[src/rtl/seg_capture_decoder.sv]
// Samples two active-low 7-segment patterns, filters them for stability and
// presents each newly stable digit pair, decoded back to BCD, over valid/ready.
module seg_capture_decoder #(
    parameter int unsigned STABLE_CYCLES = 4
) (
    input  logic       clk,
    input  logic       rst_n,
    input  logic [6:0] seg1_in,
    input  logic [6:0] seg2_in,
    output logic [3:0] bcd1_out,
    output logic [3:0] bcd2_out,
    output logic [1:0] err_out,
    output logic       out_valid,
    input  logic       out_ready
);

    localparam int unsigned CW = $clog2(STABLE_CYCLES + 1);
    localparam logic [CW-1:0] RUN_MAX = CW'(STABLE_CYCLES);
    localparam logic [13:0] BLANK_PAIR = {7'h7F, 7'h7F};

    typedef enum logic {
        S_WAIT,
        S_HOLD
    } state_e;

    state_e      state_q, state_d;
    logic [13:0] prev_q, prev_d;
    logic [13:0] acc_q, acc_d;
    logic [CW-1:0] run_q, run_d;
    logic [3:0]  bcd1_q, bcd1_d;
    logic [3:0]  bcd2_q, bcd2_d;
    logic [1:0]  err_q, err_d;
    logic [13:0] pair;
    logic [4:0]  dec1, dec2;

    // Returns {illegal, bcd}; blank is a legal "no digit" shown as F.
    function automatic logic [4:0] decode(input logic [6:0] seg);
        case (seg)
            7'b1000000: decode = 5'h00;
            7'b1111001: decode = 5'h01;
            7'b0100100: decode = 5'h02;
            7'b0110000: decode = 5'h03;
            7'b0011001: decode = 5'h04;
            7'b0010010: decode = 5'h05;
            7'b0000010: decode = 5'h06;
            7'b1111000: decode = 5'h07;
            7'b0000000: decode = 5'h08;
            7'b0010000: decode = 5'h09;
            7'b1111111: decode = 5'h0F;
            default:    decode = 5'h1E;
        endcase
    endfunction

    always_comb begin
        pair    = {seg1_in, seg2_in};
        prev_d  = pair;
        state_d = state_q;
        acc_d   = acc_q;
        bcd1_d  = bcd1_q;
        bcd2_d  = bcd2_q;
        err_d   = err_q;
        dec1    = decode(seg1_in);
        dec2    = decode(seg2_in);

        if (pair == prev_q) begin
            run_d = (run_q == RUN_MAX) ? RUN_MAX : run_q + CW'(1);
        end else begin
            run_d = CW'(1);
        end

        case (state_q)
            S_WAIT: begin
                if (run_d == RUN_MAX && pair != acc_q) begin
                    bcd1_d  = dec1[3:0];
                    bcd2_d  = dec2[3:0];
                    err_d   = {dec2[4], dec1[4]};
                    acc_d   = pair;
                    state_d = S_HOLD;
                end
            end
            S_HOLD: begin
                if (out_ready) begin
                    state_d = S_WAIT;
                end
            end
            default: state_d = S_WAIT;
        endcase
    end

    always_ff @(posedge clk) begin
        if (!rst_n) begin
            state_q <= S_WAIT;
            prev_q  <= BLANK_PAIR;
            acc_q   <= BLANK_PAIR;
            run_q   <= '0;
            bcd1_q  <= 4'hF;
            bcd2_q  <= 4'hF;
            err_q   <= '0;
        end else begin
            state_q <= state_d;
            prev_q  <= prev_d;
            acc_q   <= acc_d;
            run_q   <= run_d;
            bcd1_q  <= bcd1_d;
            bcd2_q  <= bcd2_d;
            err_q   <= err_d;
        end
    end

    assign bcd1_out  = bcd1_q;
    assign bcd2_out  = bcd2_q;
    assign err_out   = err_q;
    assign out_valid = (state_q == S_HOLD);

endmodule

[config.mk]
export PLATFORM = sky130hd
export DESIGN_NAME = seg_capture_decoder
export DESIGN_NICKNAME = d
export VERILOG_FILES = /design/src/rtl/seg_capture_decoder.sv
export SDC_FILE = /design/constraint.sdc
export NUM_CORES = 1
export LEC_CHECK = 0
export BUFFER_PORTS_ARGS = -buffer_cell sky130_fd_sc_hd__buf_2
export CORE_ASPECT_RATIO = 0.8
export CORE_MARGIN = 2
export CORE_UTILIZATION = 45
export CTS_BUF_LIST = sky130_fd_sc_hd__clkbuf_8
export DETAILED_ROUTE_END_ITERATION = 16
export HOLD_SLACK_MARGIN = 0.12
export PLACE_DENSITY_LB_ADDON = 0.08
export SLEW_MARGIN = 25
export SYNTH_ARGS = -nofsm -noshare
export SYNTH_HDL_FRONTEND = slang
export SYNTH_SLANG_ARGS = --single-unit
[constraint.sdc]
create_clock -name clk -period 1.8 [get_ports clk]
set_input_delay 0.27 -clock clk [delete_from_list [all_inputs] [get_ports clk]]
set_output_delay 0.27 -clock clk [all_outputs]
set_load 0.03 [all_outputs]
==> reports/results.txt, run 1 <==
status: finished, violations left
failing checks: setup timing
Filler cells: 438
Top Ports: 28
R2R cell count: 6
max_cap viols: 0
Die W: 85.16 um
Final ANT Viol Nets: 0
clock sinks: 42
Clock Skews: 0.003164 ns
Clock Tree Root: clkbuf_8
Top FF cell, synth: dfxtp_1
yosys warns: 0
Num CTS Buffers: 5
peak supply drop: 0.4930 mV
f_max: 548.6 MHz
clk_lat worst skew: 0.29 ns
final worst setup slack: -0.02280 ns
Final Cycle Share: 1.013
gr usage total: 0.1889
Fin. Hold Viols: 0
H-tree depth: 2
wire per inst: 14.44 um
end of the worst register-to-register path: acc_q[0]
worst min path class: in -> reg
Vias/cell: 5.087
clock buffer depth: 2
starting density of the core: 0.4708
Detailed Place HPWL: 3.752 mm
fin crit period: 1.823 ns
share of the synthesized area in the top cell type: 0.3546
share of cells above drive strength 1: 0.3758
top cells by area, synth: dfxtp_1 (35%), mux2_4 (8.2%), nand2b_1 (7.9%), xor2_1 (7.8%), xnor2_1 (3.3%)
library cells used by synthesis: 46
core area: 0.005036 mm2
Worst EP arrival: 2.01 ns
vias in the first global route: 1771
drt initial violations: 72
top cells by count, synth: dfxtp_1 (42), nand2b_1 (30), xor2_1 (21)
row count: 23
hold path depth: 3
post-synth top area cell: dfxtp_1
Crit Path Max Fanout: 6
crit start category: flop
number of enable flip-flop cells after synthesis: 0
routed wire length: 5.313 mm
DRT Pass-1 Iters: 4
CP Capture Type: flop
Worst slew margin: 0.6899
final hold slack: 0.2443 ns
number of synthesized register bits: 42
reg2reg start: prev_q[5]
RSZ-0062 raised after global routing: yes
Max Slew Vio Count: 0
TritonCTS clock tree: built
Worst-Margin Slew: 0.4534 ns
pre-CTS WS: -0.1844 ns
Worst Hold End: out_valid
Synth Cell Area: 0.002371 mm2
placed inst area: 0.002750 mm2
Vias: 1872
Hold-fix buffers, CTS: 0
hold path start: out_ready
synthesis-to-layout area growth: 26.70%
first-pass GRT wire length: 8.549 mm
Ant. Diodes: 0
synthesized area per cell: 9.335 um2
cell area after layout: 0.003004 mm2
Seq/Total Area, Yosys: 0.3546
type of the worst setup path: reg -> reg
grt total ovfl: 0
pwr/cell area: 612.7 mW/mm2
DRC viols: 0
final setup fails: 16
GPL Wtd Cong: 0.7893
final setup TNS: -0.1786 ns
Nets: 324
ys async rst share: 0
r2r setup slk: -0.02 ns
Req. time, crit path: 1.98 ns
gate count after technology mapping: 254
largest net degree at the start of global routing: 34
DIE AREA: 0.005869 mm2
Tot Pwr: 1.841 mW
Clock Pin Slew Worst Setup and Hold Paths: 0.08 ns
# port buffers: 27
die height: 68.93 um
count leader, synth: dfxtp_1
Syn Nets: 273
initial antenna violation count: 0
Leakage: 1.255 nW
==> layer usage <==
layer	up-vias	GRT usage	wire length (um)
met5	-	0	0
met4	0	0.05556	53
met3	4	0.04286	193
met2	36	0.2871	2240
met1	860	0.2682	2825
li1	972	-	-
==> what timing repair did <==
action / in CTS / in global routing
endpoints found under the hold margin: 0 / 0
pin swaps: 3 / 8
resized for setup: 9 / 19
gates cloned: 1 / 0
setup endpoints to repair: 24 / 25
buffers inserted: 1 / 3
==> power by group <==
group          internal, mW  switching [mW]  total (mW)
Clock                 0.304           0.318       0.622
Sequential            0.947         0.00830       0.955
Combinational         0.121           0.142       0.264
Total                  1.37           0.469        1.84
==> state kept, by name, summed over array words and instances (netlist names) <==
| name | cells |
|---|---|
| acc_q | 14 |
| bcd1_out | 4 |
| bcd2_out | 4 |
| prev_q | 14 |
| err_out | 2 |
| run_q | 3 |
| out_valid | 1 |
==> kinds of logic after synthesis <==
group	Yosys count	share of synthesized area
muxes	25	0.1356
DFF	42	0.3546
adders and majority gates	2	0.01055
and+or+nand+nor	102	0.2649
AOI/OAI and AO/OA	25	0.06491
buffers and inverters	28	0.05857
xor gates and xnor gates	30	0.1108
==> cell usage in the layout (no fill, tap or decap), types with 4 or more instances in the layout <==
cell | synthesis | layout
dfxtp_1 | 42 | 37
buf_4 | 0 | 32
nand2b_1 | 30 | 30
buf_2 | 9 | 27
xor2_1 | 21 | 18
mux2_4 | 13 | 18
nor2_1 | 16 | 16
xnor2_1 | 9 | 9
a21oi_1 | 11 | 9
nand3_1 | 7 | 7
mux2i_1 | 7 | 7
nand4_1 | 6 | 6
nand2_1 | 6 | 6
inv_1 | 7 | 6
nor3_1 | 7 | 6
clkbuf_8 | 0 | 6
dfxtp_2 | 0 | 5
o21ai_0 | 4 | 4
or3_1 | 4 | 4
==> final cells by class <==
| cell class | count | area, um2 | share of cell area |
|---|---|---|---|
| multi-input combinational | 184 | 1481 | 0.4931 |
| sequential | 42 | 847.1 | 0.2820 |
| timing repair buffer | 65 | 480.5 | 0.1599 |
| clock buffer | 6 | 82.58 | 0.02749 |
| tap | 62 | 77.57 | 0.02582 |
| inverter | 7 | 26.28 | 0.008746 |
| clock inverter | 2 | 8.758 | 0.002915 |
==> stage by stage <==
| step | cells | util |
|---|---|---|
| 2_1_floorplan | 254 | - |
| 3_3_place_gp | 355 | 0.5461 |
| 3_5_place_dp | 355 | 0.5461 |
| 4_1_cts | 365 | 0.5766 |
| 5_1_grt | 368 | 0.5965 |
| 6_report | 368 | 0.5965 |
==> how the worst max path moves through the flow <==
stage / from / end / slack [ns]
floorplan: seg2_in[0] / acc_q[10] / 0.003
global placement: seg2_in[0] / bcd2_out[3] / -0.21
detailed placement: seg2_in[0] / bcd2_out[3] / -0.18
CTS: acc_q[1] / acc_q[10] / -0.07
global route: prev_q[5] / acc_q[0] / -0.1
finish: prev_q[5] / acc_q[0] / -0.02
==> critical path, cell delays in order, from the launching register on <==
cell and delay, ns:
dfxtp_2 0.33, xor2_2 0.15, nor4_2 0.30, and4bb_2 0.31, nand3_4 0.14, buf_12 0.18, mux2_4 0.30
Note: power is estimated with default switching activity, not from simulation.
==> run 2: changes to the inputs <==
==> constraint.sdc (replaced) <==
create_clock -name clk -period 2.2 [get_ports clk]
set_input_delay 0.33 -clock clk [delete_from_list [all_inputs] [get_ports clk]]
set_output_delay 0.33 -clock clk [all_outputs]
set_load 0.03 [all_outputs]
==> run 2 against run 1 <==
  * The run now ends clean
  * Sequential power fell by 18%
  * Die area did not move
  * Hold slack improved by 0.054 ns
  * Global-route usage fell by 1.9 points
  * Clock skew rose by 0.0046 ns
  * Sequential cell count did not move
  * Fmax fell by 5.9%
==> reports/results.txt, run 2 (synthesis results as in run 1) <==
commonest non-fill, non-tap cell in the layout: dfxtp_1
Slowest-stage cell, CP: dfxtp_1
Nets: 292 (-9.9%)
fin crit period: 1.937 ns (+0.1137 ns)
Post-CTS Setup Bufs: 0 (-1)
Clock Tree Root: clkbuf_8
crit start category: flop
type of the worst setup path: reg -> reg
worst min path class: in -> reg
final setup TNS: 0 ns (+0.1786 ns)
core area: 0.005036 mm2 (unchanged)
crit path launch: run_q[0]
Largest regs: acc_q (14), prev_q (14)
GPL Wtd Cong: 0.7676 (-2.7%)
grt total ovfl: 0 (unchanged)
Filler cells: 484 (+11%)
reg2reg start: run_q[0]
Clock Skews: 0.007798 ns (+0.004634 ns)
Detailed Place HPWL: 3.483 mm (-7.2%)
max_cap viols: 0 (unchanged)
Worst-Margin Slew: 0.5228 ns (+0.06938 ns)
final hold slack: 0.2986 ns (+0.05429 ns)
clock buffer depth: 2 (unchanged)
H-tree depth: 2 (unchanged)
starting density of the core: 0.4708 (unchanged)
f_max: 516.4 MHz (-5.9%)
r2r setup slk: 0.26 ns (+0.29 ns)
most frequent cells in the layout: dfxtp_1 (42), nand2b_1 (30), buf_2 (27), xor2_1 (21), nor2_1 (16)
placed inst area: 0.002541 mm2 (-7.6%)
die height: 68.93 um (unchanged)
CP Capture Type: flop
Clock Pin Slew Worst Setup and Hold Paths: 0.08 ns (about the same)
Fin. Hold Viols: 0 (unchanged)
Crit Path Max Fanout: 15 (+9)
TritonCTS clock tree: built
vias in the first global route: 1525 (-14%)
largest net degree at the start of global routing: 30 (-12%)
Critical Path End: acc_q[9]
DRT Pass-1 Iters: 4 (unchanged)
gr usage total: 0.1700 (-0.01884)
DRC viols: 0 (unchanged)
Vias/cell: 5.250 (+3.2%)
post-CTS resize count: 0 (-9)
first-pass GRT wire length: 7.776 mm (-9.0%)
crit path cell chain: inv_1 > ha_1 > nor4_1 > buf_4 > nand3_4 > buf_12 > mux2_4
final setup fails: 0 (-16)
Final ANT Viol Nets: 0 (unchanged)
end of the worst register-to-register path: acc_q[9]
Vias: 1764 (-5.8%)
Num CTS Buffers: 5 (unchanged)
DIE AREA: 0.005869 mm2 (unchanged)
routed wire length: 4.786 mm (-9.9%)
row count: 23 (unchanged)
share of cells above drive strength 1: 0.2372 (-0.1386)
pwr/cell area: 584.1 mW/mm2 (-4.7%)
Max Slew Vio Count: 0 (unchanged)
initial antenna violation count: 0 (unchanged)
Hold-fix buffers, CTS: 0 (unchanged)
Final Cycle Share: 0.8802 (-0.1324)
Non-Filler Instances: 336 (-8.7%)
Placed Instances: 328 (-7.6%)
slowest stage delay, CP: 0.37 ns (+0.04 ns)
status: completed
Req. time, crit path: 2.38 ns (+0.40 ns)
clock sinks: 42 (unchanged)
synthesis-to-layout area growth: 11.82%
RSZ-0062 raised after global routing: no
wire per inst: 14.24 um (-1.3%)
# port buffers: 27 (unchanged)
cell area after layout: 0.002651 mm2 (-12%)
R2R cell count: 7 (+1)
Worst EP arrival: 2.11 ns (+0.10 ns)
clk_lat worst skew: 0.29 ns (about the same)
Worst slew margin: 0.6494 (-0.04054)
peak supply drop: 0.3912 mV (-21%)
Ant. Diodes: 0 (unchanged)
Leakage: 1.052 nW (-16%)
drt initial violations: 101 (+40%)
Tot Pwr: 1.549 mW (-16%)
Top Ports: 28 (unchanged)
Die W: 85.16 um (unchanged)
[run 2: cell types whose count changed in the layout (fill, tap and decap cells not counted), sizes merged]
| cell | before | now |
|---|---|---|
| buf | 65 | 33 |
| bufinv | 0 | 1 |
| clkbuf | 6 | 5 |
| clkinv | 1 | 0 |
| clkinvlp | 0 | 1 |
[run 2: worst max-delay path: cells and delay by family (launching register included)]
| family | cells | cell delay [ns] |
|---|---|---|
| fa+ha+maj | 1 | 0.30 |
| buf+inv | 3 | 0.42 |
| flops | 1 | 0.37 |
| mux | 1 | 0.29 |
| simple gates | 2 | 0.44 |
[run 2: per-stage QoR]
step	util	setup slack (ns)
after detailed placement	0.5046	0.1142
after global routing	0.5265	0.1471
after CTS	0.5265	0.2733
after global placement	0.5046	0.1234
after floorplan	-	0.3264
final	0.5265	0.2635
[run 2: layer usage]
layer / routed length (um) / up-vias / track usage
met1: 2632 / 816 / 0.2580
met5: 0 / - / 0
li1: - / 918 / -
met4: 27 / 0 / 0.03571
met2: 1958 / 28 / 0.2422
met3: 167 / 2 / 0.04048
[run 2: how the worst min path moves through the flow]
stage | startpoint | end | slack, ns | cells past startpoint
3_3_place_gp | err_out[0] | err_out[0] | 0.46 | 2
3_5_place_dp | err_out[0] | err_out[0] | 0.46 | 2
4_1_cts | out_ready | out_valid | 0.29 | 3
5_1_grt | out_ready | out_valid | 0.29 | 3
6_report | out_ready | out_valid | 0.30 | 3
2_1_floorplan | out_ready | out_valid | 0.51 | 2
[run 2: final cells by class]
class,instances,area (um2),area share
well taps,62,77.57,0.02926
inverters,7,26.28,0.009910
repair buffers,33,205.2,0.07740
clock inverters,3,41.29,0.01557
multi-input cells,184,1391,0.5248
clock buffers,5,68.82,0.02596
flip-flops and latches,42,840.8,0.3171
[run 2: where the power goes]
group / switching [mW] / internal, mW / total, mW
combinational: 0.107 / 0.0659 / 0.172
sequential: 0.00624 / 0.774 / 0.780
clock: 0.262 / 0.334 / 0.596
total: 0.374 / 1.17 / 1.55
